$ cat src/rtl/demux_deser_pkg.sv
// demux_deser_pkg: shared state encoding and sizes for the serial-to-parallel deserializer
package demux_deser_pkg;
  typedef enum logic [1:0] {S_FILL, S_PARITY, S_HOLD} deser_state_t;
  localparam int DESER_WIDTH = 32;
  localparam int DESER_IDX_W = 5;
endpackage

$ cat src/rtl/demux_32_deser_decoder.sv
// decoder_5to32: one-hot write-enable decoder, the structural inverse of mux_32
module decoder_5to32 (
  input  logic [4:0]  sel,
  input  logic        en,
  output logic [31:0] onehot
);
  always_comb onehot = en ? 32'h1 << sel : '0;
endmodule

$ cat src/rtl/demux_32_deser.sv
// demux_32_deser: serial bit stream to WIDTH-bit word on a valid/ready port, LSB first.
// Define DEMUX_DESER_PARITY_EN to add a trailing even-parity bit and the parity_err output.
module demux_32_deser
  import demux_deser_pkg::*;
#(
  parameter int WIDTH = DESER_WIDTH,
  localparam int IDX_W = $clog2(WIDTH)
) (
  input  logic             clk,
  input  logic             rst,
  input  logic             bit_in,
  input  logic             bit_valid,
  output logic             bit_ready,
  output logic [WIDTH-1:0] word_out,
  output logic             word_valid,
  input  logic             word_ready,
`ifdef DEMUX_DESER_PARITY_EN
  output logic             parity_err,
`endif
  output logic [IDX_W-1:0] bit_idx
);
`ifdef DEMUX_DESER_PARITY_EN
  localparam deser_state_t FILL_DONE = S_PARITY;
`else
  localparam deser_state_t FILL_DONE = S_HOLD;
`endif
  deser_state_t state, state_n;
  logic legal, accept, fill_acc, handshake;
  logic [31:0] dec;
  logic [WIDTH-1:0] we;
`ifdef DEMUX_DESER_PARITY_EN
  assign bit_ready = state == S_FILL || state == S_PARITY;
  assign legal = state == S_FILL || state == S_PARITY || state == S_HOLD;
`else
  assign bit_ready = state == S_FILL;
  assign legal = state == S_FILL || state == S_HOLD;
`endif
  assign word_valid = state == S_HOLD;
  assign accept = bit_valid && bit_ready;
  assign fill_acc = accept && state == S_FILL;
  assign handshake = word_valid && word_ready;
  decoder_5to32 u_dec (
    .sel(DESER_IDX_W'(bit_idx)),
    .en(fill_acc),
    .onehot(dec)
  );
  assign we = dec[WIDTH-1:0];
  always_comb begin
    state_n = state;
    if (fill_acc && bit_idx == IDX_W'(WIDTH - 1)) state_n = FILL_DONE;
    if (state == S_PARITY && accept) state_n = S_HOLD;
    if (handshake) state_n = S_FILL;
  end
  // An unreachable encoding is treated like reset so the block always recovers cleanly.
  always_ff @(posedge clk) begin
    if (rst || !legal) begin
      state <= S_FILL;
      bit_idx <= '0;
      word_out <= '0;
`ifdef DEMUX_DESER_PARITY_EN
      parity_err <= 1'b0;
`endif
    end else begin
      state <= state_n;
      if (fill_acc) begin
        bit_idx <= bit_idx + 1'b1;
        word_out <= (word_out & ~we) | (we & {WIDTH{bit_in}});
      end
      if (handshake) word_out <= '0;
`ifdef DEMUX_DESER_PARITY_EN
      if (state == S_PARITY && accept) parity_err <= ^word_out ^ bit_in;
      if (handshake) parity_err <= 1'b0;
`endif
    end
  end
endmodule

$ cat config.mk
export PLATFORM = sky130hd
export DESIGN_NAME = demux_32_deser
export DESIGN_NICKNAME = d
export VERILOG_FILES = /design/src/rtl/demux_deser_pkg.sv /design/src/rtl/demux_32_deser_decoder.sv /design/src/rtl/demux_32_deser.sv
export SDC_FILE = /design/constraint.sdc
export NUM_CORES = 1
export LEC_CHECK = 0
export BUFFER_PORTS_ARGS = -buffer_cell sky130_fd_sc_hd__buf_4
export CORE_ASPECT_RATIO = 0.5
export CORE_UTILIZATION = 31
export DETAILED_ROUTE_END_ITERATION = 12
export PLACE_DENSITY_LB_ADDON = 0.05
export SLEW_MARGIN = 5
export SYNTH_ARGS = -nofsm -noshare
export SYNTH_HDL_FRONTEND = slang
export SYNTH_SLANG_ARGS = --single-unit
$ cat constraint.sdc
create_clock -name clk -period 1.64 [get_ports clk]
set_input_delay 0.164 -clock clk [delete_from_list [all_inputs] [get_ports clk]]
set_output_delay 0.164 -clock clk [all_outputs]
set_load 0.005 [all_outputs]
; ---- Yosys cells after proc, flatten, opt, wreduce, memory -nomap -nowiden
; Index checks and enable logic that the tools add are counted.
[classes]
bitwise = 4
order_cmp = 0
eq_ne = 1
n_addsub = 1
shift = 1
n_reduce_logical = 9
muxes = 2
div = 0
mul = 0
[op_table]
columns = operator, n
row1 = $and 32x32->32, 2
row2 = $mux 32, 1
row3 = $not 32->32, 1
row4 = $or 32x32->32, 1
row5 = $shl 1x5->32 const A, 1
row6 = $add 5x1->5 const B, 1
row7 = $eq 5x5->1 const B, 1
row8 = $logic_and 1x1->1, 4
row9 = $logic_not 2->1, 1
row10 = $logic_or 1x1->1, 2
row11 = $mux 2, 1
row12 = $reduce_or 2->1, 1
row13 = $logic_not 1->1, 1
[totals]
in_bits = 5
word_cells = 21
romBits = 0
ram_bits = 0
memories = 0
ff_bits = 38
output_inout_bits = 39
latch_bits = 0

; ---- Longest topological paths before layout
; Gate-level depths: netlist (run 1).
[depth]
word_depth = 7
mapped_depth = 7
depth_no_buf = 5

; ---- By module
; From an unflattened synthesis (run 1), not the netlist that was laid out.
[unflattened]
cells_unflattened = 250
area_unflattened_um2 = 1816.7
[modules_own_cells]
columns = mod, cells_per_inst, seq_area_each_um2, n_inst, area_each_um2
row1 = demux_32_deser, 203, 760.7, 1, 1582.8
row2 = decoder_5to32, 47, 0.0, 1, 234.0

; ---- Worst setup path after synthesis (run 1)
; No wires, ideal clock.
[synth_timing]
path_kind = reg-to-reg
from = register bit_idx[2]
to = register with a tool-made name
arrival_time_ns = 1.243
path_slack_ns = 0.275
n_path_buf = 2
setup_time_ns = 0.123
required_time_ns = 1.517
stages_incl_launch_ff = 7
period_less_slack_ns = 1.365
path_cell_list = dfxtp_1 buf_2 buf_2 inv_1 ha_1 nor3b_2 mux2i_1
[synth_rtl]
columns = element, line
row1 = from (decl), demux_32_deser.sv:20  ; output logic [IDX_W-1:0] bit_idx
row2 = from (signal assigned), demux_32_deser.sv:66  ; bit_idx <= bit_idx + 1'b1;

; ---- Final worst setup path (run 1)
[layout_timing]
from = register bit_idx[3]
to = output port bit_idx[3]
; No word-level cell between the ends.

==> qor.txt, run 1 <==
status - finished, final reports clean
Via-to-Cell Ratio - 4.841
Final Util - 42.37%
Period Utilization, post-route - 93.46%
Slew Viols, Final - 0
insertion delay to the later sink of the worst-skew pair - 0.28 ns
GRT Total Usage - 14.75%
Starting Density - 32.90%
register area share after synthesis - 41.39%
RSZ-0062 raised after global routing - false
post-route minimum period - 1.533 ns
Crit Path Max Fanout - 15
ANT nets after route - 0
Fin Clk Skew - 0.003213 ns
row cnt - 19
Seq cells post-synth - 38
commonest non-fill, non-tap cell in the layout - buf_4
Syn Area/Cell - 10.21 sq um
CORE AREA - 5587 sq um
Post-Route WL - 4.257 mm
post-layout net count - 236
Yosys warning count - 0
Post-synth EDFFs - 0
Ports - 44
Iter 0 DRT Violations - 73
Num CTS Buffers - 5
crit start category - flop
total gr overflow - 0
Hold Path Origin - rst
cts hold-fix bufs - 0
setup violators final - 0
crit path DAT - 1.37 ns
die area - 6260 sq um
Leak - 0.001088 uW
Critical path destination - bit_idx[3]
Post-CTS Resized - 0
PD cells - 869.0 nW/um^2
die width - 110.9 microns
Post-CTS Setup Inserts - 0
WL per Instance - 14.38 microns
CTS tree - yes
Synth Flop Type - dfxtp_1
Final Power - 2057 uW
Gate Count Post-Synth - 180
Final HPWL DP - 2.964 mm
ys async rst share - 0%
Design Area, Final - 2367 sq um
Max Fclk - 0.6524 GHz
reg-to-reg startpoint - bit_idx[4]
First-pass DRT Iterations - 4
Hold WC Path Type - in2reg
number of remaining DRC errors - 0
clk sinks - 38
initial antenna violation count - 0
CTS clk-pin slew, worst paths - 0.06 ns
clock root cell - clkbuf_16
Die Span Y - 56.45 microns
final hold vios - 0
Max H-tree Level - 2
largest net degree at the start of global routing - 34
crit path capture type - primary output
placed cell area - 2228 sq um
first-pass GRT wire length - 7.065 mm
Synth cell types - 31
area grow syn2layout - 28.80%
vias in the first global route - 1373
Synth Cell Area - 1838 sq um
setup TNS - 0 ns
# fillers - 553
Worst R2R Path Depth - 3
net count after synthesis - 192
CTS max path bufs - 2
layout cells sized above 1 - 30.94%
highest-count cells in the layout ignoring fill and taps - 52 x buf_4, 38 x dfxtp_1, 30 x nand2_1
hold_ws - 0.1151 ns
# port buffers - 43
worst reg-to-reg setup slack - 0.14 ns
# diodes - 0
DR vias - 1433
required time of the critical path - 1.48 ns
Tightest Pin Transition - 0.5824 ns
critical path class - reg2out
slew margin rel. - 61.12%
Setup crit start - bit_idx[3]
largest vdd supply drop - 0.3954 mV
routability cong. - 0.6809
max cap viols - 0
critical path: stages (launching register included):
cell,delay (ns)
dfxtp_1,0.65
buf_4,0.30
buf_4,0.13
power breakdown:
part / internal [uW] / switching (uW)
logic: 64.2 / 94.3
registers: 935 / 15.5
clock network: 587 / 360
total: 1590 / 470
per-stage QoR:
stage	cells	worst slack, ns
finish	296	0.1072
global route	296	0.01922
CTS	296	0.1015
detailed placement	290	0.1604
global placement	290	0.1784
floorplan	180	0.2747
logic make-up after synthesis:
kind of cell | count (synthesis) | share of synthesized area (%)
buffers and inverters | 19 | 5.786
adders and majority gates | 7 | 4.765
DFF | 38 | 41.39
muxes | 21 | 11.71
xor gates and xnor gates | 1 | 0.4766
and+or+nand+nor | 63 | 22.06
AOI/OAI and AO/OA | 31 | 13.82
cell type report:
cell class	count	area [sq um]	area share (%)
multi-input combinational	123	970.9	41.01
timing repair buffer	52	390.4	16.49
sequential	38	760.7	32.14
clock buffer	6	138.9	5.867
tap	73	91.34	3.858
inverter	4	15.01	0.6342
worst min path at each step:
stage | cells after the start | slack, ns | to
after CTS | 2 | 0.11 | bit_idx[0]
final | 2 | 0.12 | bit_idx[0]
after detailed placement | 2 | 0.41 | bit_idx[0]
after global placement | 2 | 0.41 | bit_idx[0]
after global routing | 2 | 0.12 | bit_idx[0]
after floorplan | 1 | 0.24 | bit_idx[0]
routing by layer:
layer | track usage, % | up-vias | share of wire (%) | routed length (microns)
met5 | 0 | - | 0 | 0
met3 | 5.400 | 7 | 6.0 | 256
li1 | - | 738 | - | -
met2 | 21.47 | 34 | 41 | 1754
met4 | 5.143 | 0 | 1.4 | 59
met1 | 19.96 | 654 | 51 | 2186
cells in the mapped netlist, drive strengths merged, types with 2 or more instances:
master	n	area [sq um]
nand3b	3	35.03
mux2i	20	200.2
nand2b	2	12.51
ha	7	87.58
nand2	31	118.9
dfxtp	38	760.7
clkbuf	2	7.510
nand4b	3	71.32
and4bb	3	37.54
nand3	5	25.02
inv	4	15.01
o41ai	3	33.79
o311ai	3	26.28
nor3b	3	37.54
a21oi	2	21.27
buf	13	83.83
o211ai	11	82.58
nor2b	4	25.02
nor2	6	22.52
o31ai	11	82.58
No activity file was read; power rests on OpenSTA's default activity.
==> inputs of run 2 (changes only) <==
Settings changed: PLACE_DENSITY set to 0.52, PLACE_DENSITY_LB_ADDON 0.05 to not set.
==> run 2 against run 1 <==
  * Die area unchanged
  * Cell count grew 1.0%
  * Global-route usage decreased by 1.6 points
  * Core utilization grew 1.5 points
  * Clock power up 36%
  * Highest routed layer is now met3
==> qor.txt, run 2 (synthesized netlist as in run 1, its figures left out) <==
Starting Density - 32.90% (unchanged)
largest vdd supply drop - 0.4768 mV (was 0.3954 mV)
Num CTS Buffers - 5 (unchanged)
Post-Route WL - 4.059 mm (was 4.257 mm)
row cnt - 19 (unchanged)
Fin Clk Skew - 0.002052 ns (was 0.003213 ns)
Iter 0 DRT Violations - 31 (was 73)
placed cell area - 2248 sq um (was 2228 sq um)
largest net degree at the start of global routing - 34 (unchanged)
CORE AREA - 5587 sq um (unchanged)
First-pass DRT Iterations - 4 (unchanged)
Slowest Stage Delay on Critical Path - 0.64 ns (was 0.65 ns)
Post-CTS Resized - 0 (unchanged)
crit path cell chain - a21oi_4, nand2_2, buf_4, mux2i_1 (was buf_4, buf_4)
status - finished, final reports clean (unchanged)
DR vias - 1423 (was 1433)
Final HPWL DP - 2.845 mm (was 2.964 mm)
WL per Instance - 13.58 microns (was 14.38 microns)
# port buffers - 43 (unchanged)
PD cells - 978.7 nW/um^2 (was 869.0 nW/um^2)
setup violators final - 0 (unchanged)
vias in the first global route - 1293 (was 1373)
number of remaining DRC errors - 0 (unchanged)
first-pass GRT wire length - 6.444 mm (was 7.065 mm)
die area - 6260 sq um (unchanged)
post-route minimum period - 1.525 ns (was 1.533 ns)
Hold WC Path Type - in2reg (unchanged)
Via-to-Cell Ratio - 4.759 (was 4.841)
setup TNS - 0 ns (unchanged)
clock root cell - clkbuf_16 (unchanged)
routability cong. - 0.7066 (was 0.6809)
die width - 110.9 microns (unchanged)
commonest non-fill, non-tap cell in the layout - buf_4 (unchanged)
final instance count without filler cells - 299 (was 296)
insertion delay to the later sink of the worst-skew pair - 0.28 ns (about the same)
Max H-tree Level - 2 (unchanged)
crit path DAT - 1.69 ns (was 1.37 ns)
Final Util - 43.83% (was 42.37%)
Placed Cells - 291 (was 290)
crit start category - flop (unchanged)
Crit Path Max Fanout - 15 (unchanged)
total gr overflow - 0 (unchanged)
Die Span Y - 56.45 microns (unchanged)
area grow syn2layout - 33.22% (was 28.80%)
hold_ws - 0.1191 ns (was 0.1151 ns)
CTS tree - yes (unchanged)
max cap viols - 0 (unchanged)
Period Utilization, post-route - 92.99% (was 93.46%)
final hold vios - 0 (unchanged)
cts hold-fix bufs - 0 (unchanged)
Max Fclk - 0.6557 GHz (was 0.6524 GHz)
CTS max path bufs - 2 (unchanged)
GRT Total Usage - 13.16% (was 14.75%)
layout cells sized above 1 - 32.30% (was 30.94%)
required time of the critical path - 1.80 ns (was 1.48 ns)
ANT nets after route - 0 (unchanged)
highest-count cells in the layout ignoring fill and taps - 52 x buf_4, 37 x dfxtp_1, 30 x nand2_1 (was 52 x buf_4, 38 x dfxtp_1, 30 x nand2_1)
Design Area, Final - 2449 sq um (was 2367 sq um)
critical path class - reg2reg (was reg2out)
initial antenna violation count - 0 (unchanged)
# diodes - 0 (unchanged)
Post-CTS Setup Inserts - 0 (unchanged)
post-layout net count - 237 (was 236)
Slew Viols, Final - 0 (unchanged)
CP max stage cell - dfxtp_1 (unchanged)
slew margin rel. - 65.52% (was 61.12%)
Leak - 0.001126 uW (was 0.001088 uW)
crit path capture type - flop (was primary output)
CTS clk-pin slew, worst paths - 0.06 ns (about the same)
Ports - 44 (unchanged)
Tightest Pin Transition - 0.5165 ns (was 0.5824 ns)
clk sinks - 38 (unchanged)
RSZ-0062 raised after global routing - false (unchanged)
==> run 2: per-layer routing <==
metal / up-vias / share of wire (%) / track usage, %
met5: - / 0 / 0
met4: 0 / 0 / 4.000
met3: 0 / 3.6 / 3.780
met2: 26 / 44 / 19.88
met1: 657 / 52 / 18.15
li1: 740 / - / -
==> run 2: area by class of cell <==
type | instances | area (sq um)
timing repair buffer | 53 | 410.4
fill | 513 | 3138
multi-input combinational | 123 | 970.9
inverter | 4 | 15.01
tap | 73 | 91.34
clock inverter | 2 | 60.06
clock buffer | 6 | 138.9
sequential | 38 | 762.0
==> run 2: final timing paths <==
check	start	end	slack (ns)	depth (start not counted)
worst max-delay path	state[1]	flop	0.11	4
worst min register to register	flop	flop	0.46	2
worst max register to register	state[1]	flop	0.11	4
worst min-delay path	rst	bit_idx[4]	0.12	2
==> run 2: worst max-delay path: cells and delay by family (launching register included) <==
family | cells | cell delay, ns
AOI/OAI and AO/OA | 1 | 0.13
and+or+nand+nor | 1 | 0.27
DFF | 1 | 0.64
muxes | 1 | 0.10
buffers and inverters | 1 | 0.26
==> run 2: stage by stage <==
stage	setup slack, ns	power [uW]
floorplan	0.2747	1071
CTS	0.05171	2427
detailed placement	0.06310	1129
global placement	0.1256	1128
finish	0.1150	2396
global route	0.002310	2485
==> run 2: power by group <==
group          internal (uW)  switching, uW  leakage (uW)
clock network            913            376     0.0000971
logic                   66.2           92.8      0.000722
registers                935           13.8      0.000307
==> inputs of run 3 (changes only) <==
Settings changed: HOLD_SLACK_MARGIN set to 0.08, PLACE_DENSITY 0.52 to 0.54.
Clock period 1.64 ns to 1.35 ns, I/O delays scaled along.
==> run 3 against run 2 <==
  * Global-route usage increased by 0.37 points
  * Worst setup slack got worse by 0.058 ns
  * Via count increased by 1.2%
  * Cell count is 1.3% higher
  * Non-clock buffer count up 5
  * Flip-flop and latch count unchanged
  * Maximum frequency increased by 18%
  * Sequential share of layout area down 0.18 points
  * Power up 2.2%
  * Clock skew grew 0.0017 ns
  * Clock power decreased by 16%
  * Critical path type unchanged
  * Largest power group is now sequential cells
==> qor.txt, run 3 (synthesized netlist as in run 1, its figures left out) <==
CTS clk-pin slew, worst paths - 0.06 ns (about the same)
layout cells sized above 1 - 38.26% (was 32.30%)
highest-count cells in the layout ignoring fill and taps - 56 x buf_4, 34 x dfxtp_1, 30 x nand2_1 (was 52 x buf_4, 37 x dfxtp_1, 30 x nand2_1)
post-layout net count - 242 (was 237)
largest vdd supply drop - 0.7200 mV (was 0.4768 mV)
Post-CTS Setup Inserts - 0 (unchanged)
die area - 6260 sq um (unchanged)
first-pass GRT wire length - 6.872 mm (was 6.444 mm)
status - finished, final reports clean (unchanged)
max cap viols - 0 (unchanged)
number of remaining DRC errors - 0 (unchanged)
RSZ-0062 raised after global routing - true (was false)
CTS tree - yes (unchanged)
Post-Route WL - 4.005 mm (was 4.059 mm)
crit path DAT - 1.44 ns (was 1.69 ns)
Iter 0 DRT Violations - 39 (was 31)
clock root cell - clkbuf_16 (unchanged)
area grow syn2layout - 34.65% (was 33.22%)
Tightest Pin Transition - 0.2831 ns (was 0.5165 ns)
Max Fclk - 0.7737 GHz (was 0.6557 GHz)
Seq. cell area - 765.7 sq um (was 762.0 sq um)
Ports - 44 (unchanged)
setup violators final - 0 (unchanged)
Starting Density - 32.90% (unchanged)
DR vias - 1440 (was 1423)
largest net degree at the start of global routing - 34 (unchanged)
commonest non-fill, non-tap cell in the layout - buf_4 (unchanged)
final hold vios - 0 (unchanged)
First-pass DRT Iterations - 4 (unchanged)
required time of the critical path - 1.50 ns (was 1.80 ns)
Die Span Y - 56.45 microns (unchanged)
Hold WC Path Type - in2reg (unchanged)
CP max stage cell - dfxtp_2 (was dfxtp_1)
worst reg-to-reg setup slack - 0.06 ns (was 0.11 ns)
crit start category - flop (unchanged)
Hold Path Depth - 2 (unchanged)
Max H-tree Level - 2 (unchanged)
Post-CTS Resized - 0 (unchanged)
Num CTS Buffers - 5 (unchanged)
Slowest Stage Delay on Critical Path - 0.34 ns (was 0.64 ns)
Final Util - 44.30% (was 43.83%)
CP top delay family - flip-flops (unchanged)
Slew Viols, Final - 0 (unchanged)
PD cells - 989.9 nW/um^2 (was 978.7 nW/um^2)
ANT nets after route - 0 (unchanged)
cts hold-fix bufs - 0 (unchanged)
routability cong. - 0.7854 (was 0.7066)
Leak - 0.001123 uW (was 0.001126 uW)
crit path cell chain - inv_1, ha_2, nand4b_4, o311ai_2, o41ai_1 (was a21oi_4, nand2_2, buf_4, mux2i_1)
WL per Instance - 13.22 microns (was 13.58 microns)
initial antenna violation count - 0 (unchanged)
buffer and inverter count on the worst path - 1 (unchanged)
# diodes - 0 (unchanged)
Fin Clk Skew - 0.003776 ns (was 0.002052 ns)
WHS Endpoint - bit_idx[1] (was bit_idx[4])
Final HPWL DP - 2.959 mm (was 2.845 mm)
# fillers - 544 (was 513)
insertion delay to the later sink of the worst-skew pair - 0.27 ns (was 0.28 ns)
Crit Path Max Fanout - 8 (was 15)
Design Area, Final - 2475 sq um (was 2449 sq um)
# port buffers - 43 (unchanged)
CTS max path bufs - 2 (unchanged)
Via-to-Cell Ratio - 4.752 (was 4.759)
GRT Total Usage - 13.53% (was 13.16%)
Worst R2R Path Depth - 5 (was 4)
crit path capture type - flop (unchanged)
die width - 110.9 microns (unchanged)
Period Utilization, post-route - 95.74% (was 92.99%)
area of the multi-input gates - 1016 sq um (was 970.9 sq um)
post-route minimum period - 1.293 ns (was 1.525 ns)
slew margin rel. - 80.83% (was 65.52%)
row cnt - 19 (unchanged)
clk sinks - 38 (unchanged)
vias in the first global route - 1406 (was 1293)
placed cell area - 2286 sq um (was 2248 sq um)
critical path class - reg2reg (unchanged)
total gr overflow - 0 (unchanged)
reg-to-reg startpoint - bit_idx[1] (was state[1])
Hold Path Origin - rst (unchanged)
CORE AREA - 5587 sq um (unchanged)
## run 3: cell count changes in the layout (fill, tap and decap cells not counted), sizes merged
cell / before / now
clkbuf: 6 / 5
buf: 53 / 58
clkinv: 0 / 2
bufinv: 2 / 0
## run 3: where the power goes
group | leakage, uW | internal (uW) | switching, uW
clock network | 0.0000694 | 666 | 426
registers | 0.000309 | 1140 | 13.6
logic | 0.000745 | 87.3 | 120
total | 0.00112 | 1890 | 559
## run 3: cell type report
type                    instances  area share [%]
clock inverters                 2          0.4044
flip-flops and latches         38           30.94
clock buffers                   5           5.056
well taps                      73           3.691
inverters                       4          0.6067
multi-input cells             123           41.05
repair buffers                 58           18.25
## run 3: worst max-delay path by stage
| stage | startpoint | to | slack (ns) | depth (start not counted) |
|---|---|---|---|---|
| 2_1_floorplan | bit_idx[2] | flop | 0.03 | 6 |
| 5_1_grt | bit_idx[1] | flop | -0.03 | 4 |
| 4_1_cts | bit_idx[1] | flop | 0.008 | 5 |
| 6_report | bit_idx[1] | flop | 0.06 | 5 |
| 3_5_place_dp | bit_idx[0] | flop | 0.01 | 6 |
| 3_3_place_gp | bit_idx[0] | bit_idx[4] | 0.04 | 5 |
## run 3: stage by stage
step,worst slack [ns],TNS [ns],total power [uW],cells,hold slack (ns)
final,0.05746,0,2450,303,0.09438
after global routing,-0.02606,-0.1096,2565,303,0.1047
after CTS,0.007714,0,2472,303,0.1019
after detailed placement,0.01011,0,1374,296,0.3915
after global placement,0.03552,0,1371,296,0.3845
after floorplan,0.02537,0,1302,180,0.2074
## run 3: metal layers
metal	part of all wire, %	wire [microns]	up-vias	GRT usage [%]
met5	0	0	-	0
met4	0	0	0	1.143
met1	52	2073	681	19.11
met2	45	1789	19	20.94
met3	3.5	142	0	4.212
li1	-	-	740	-
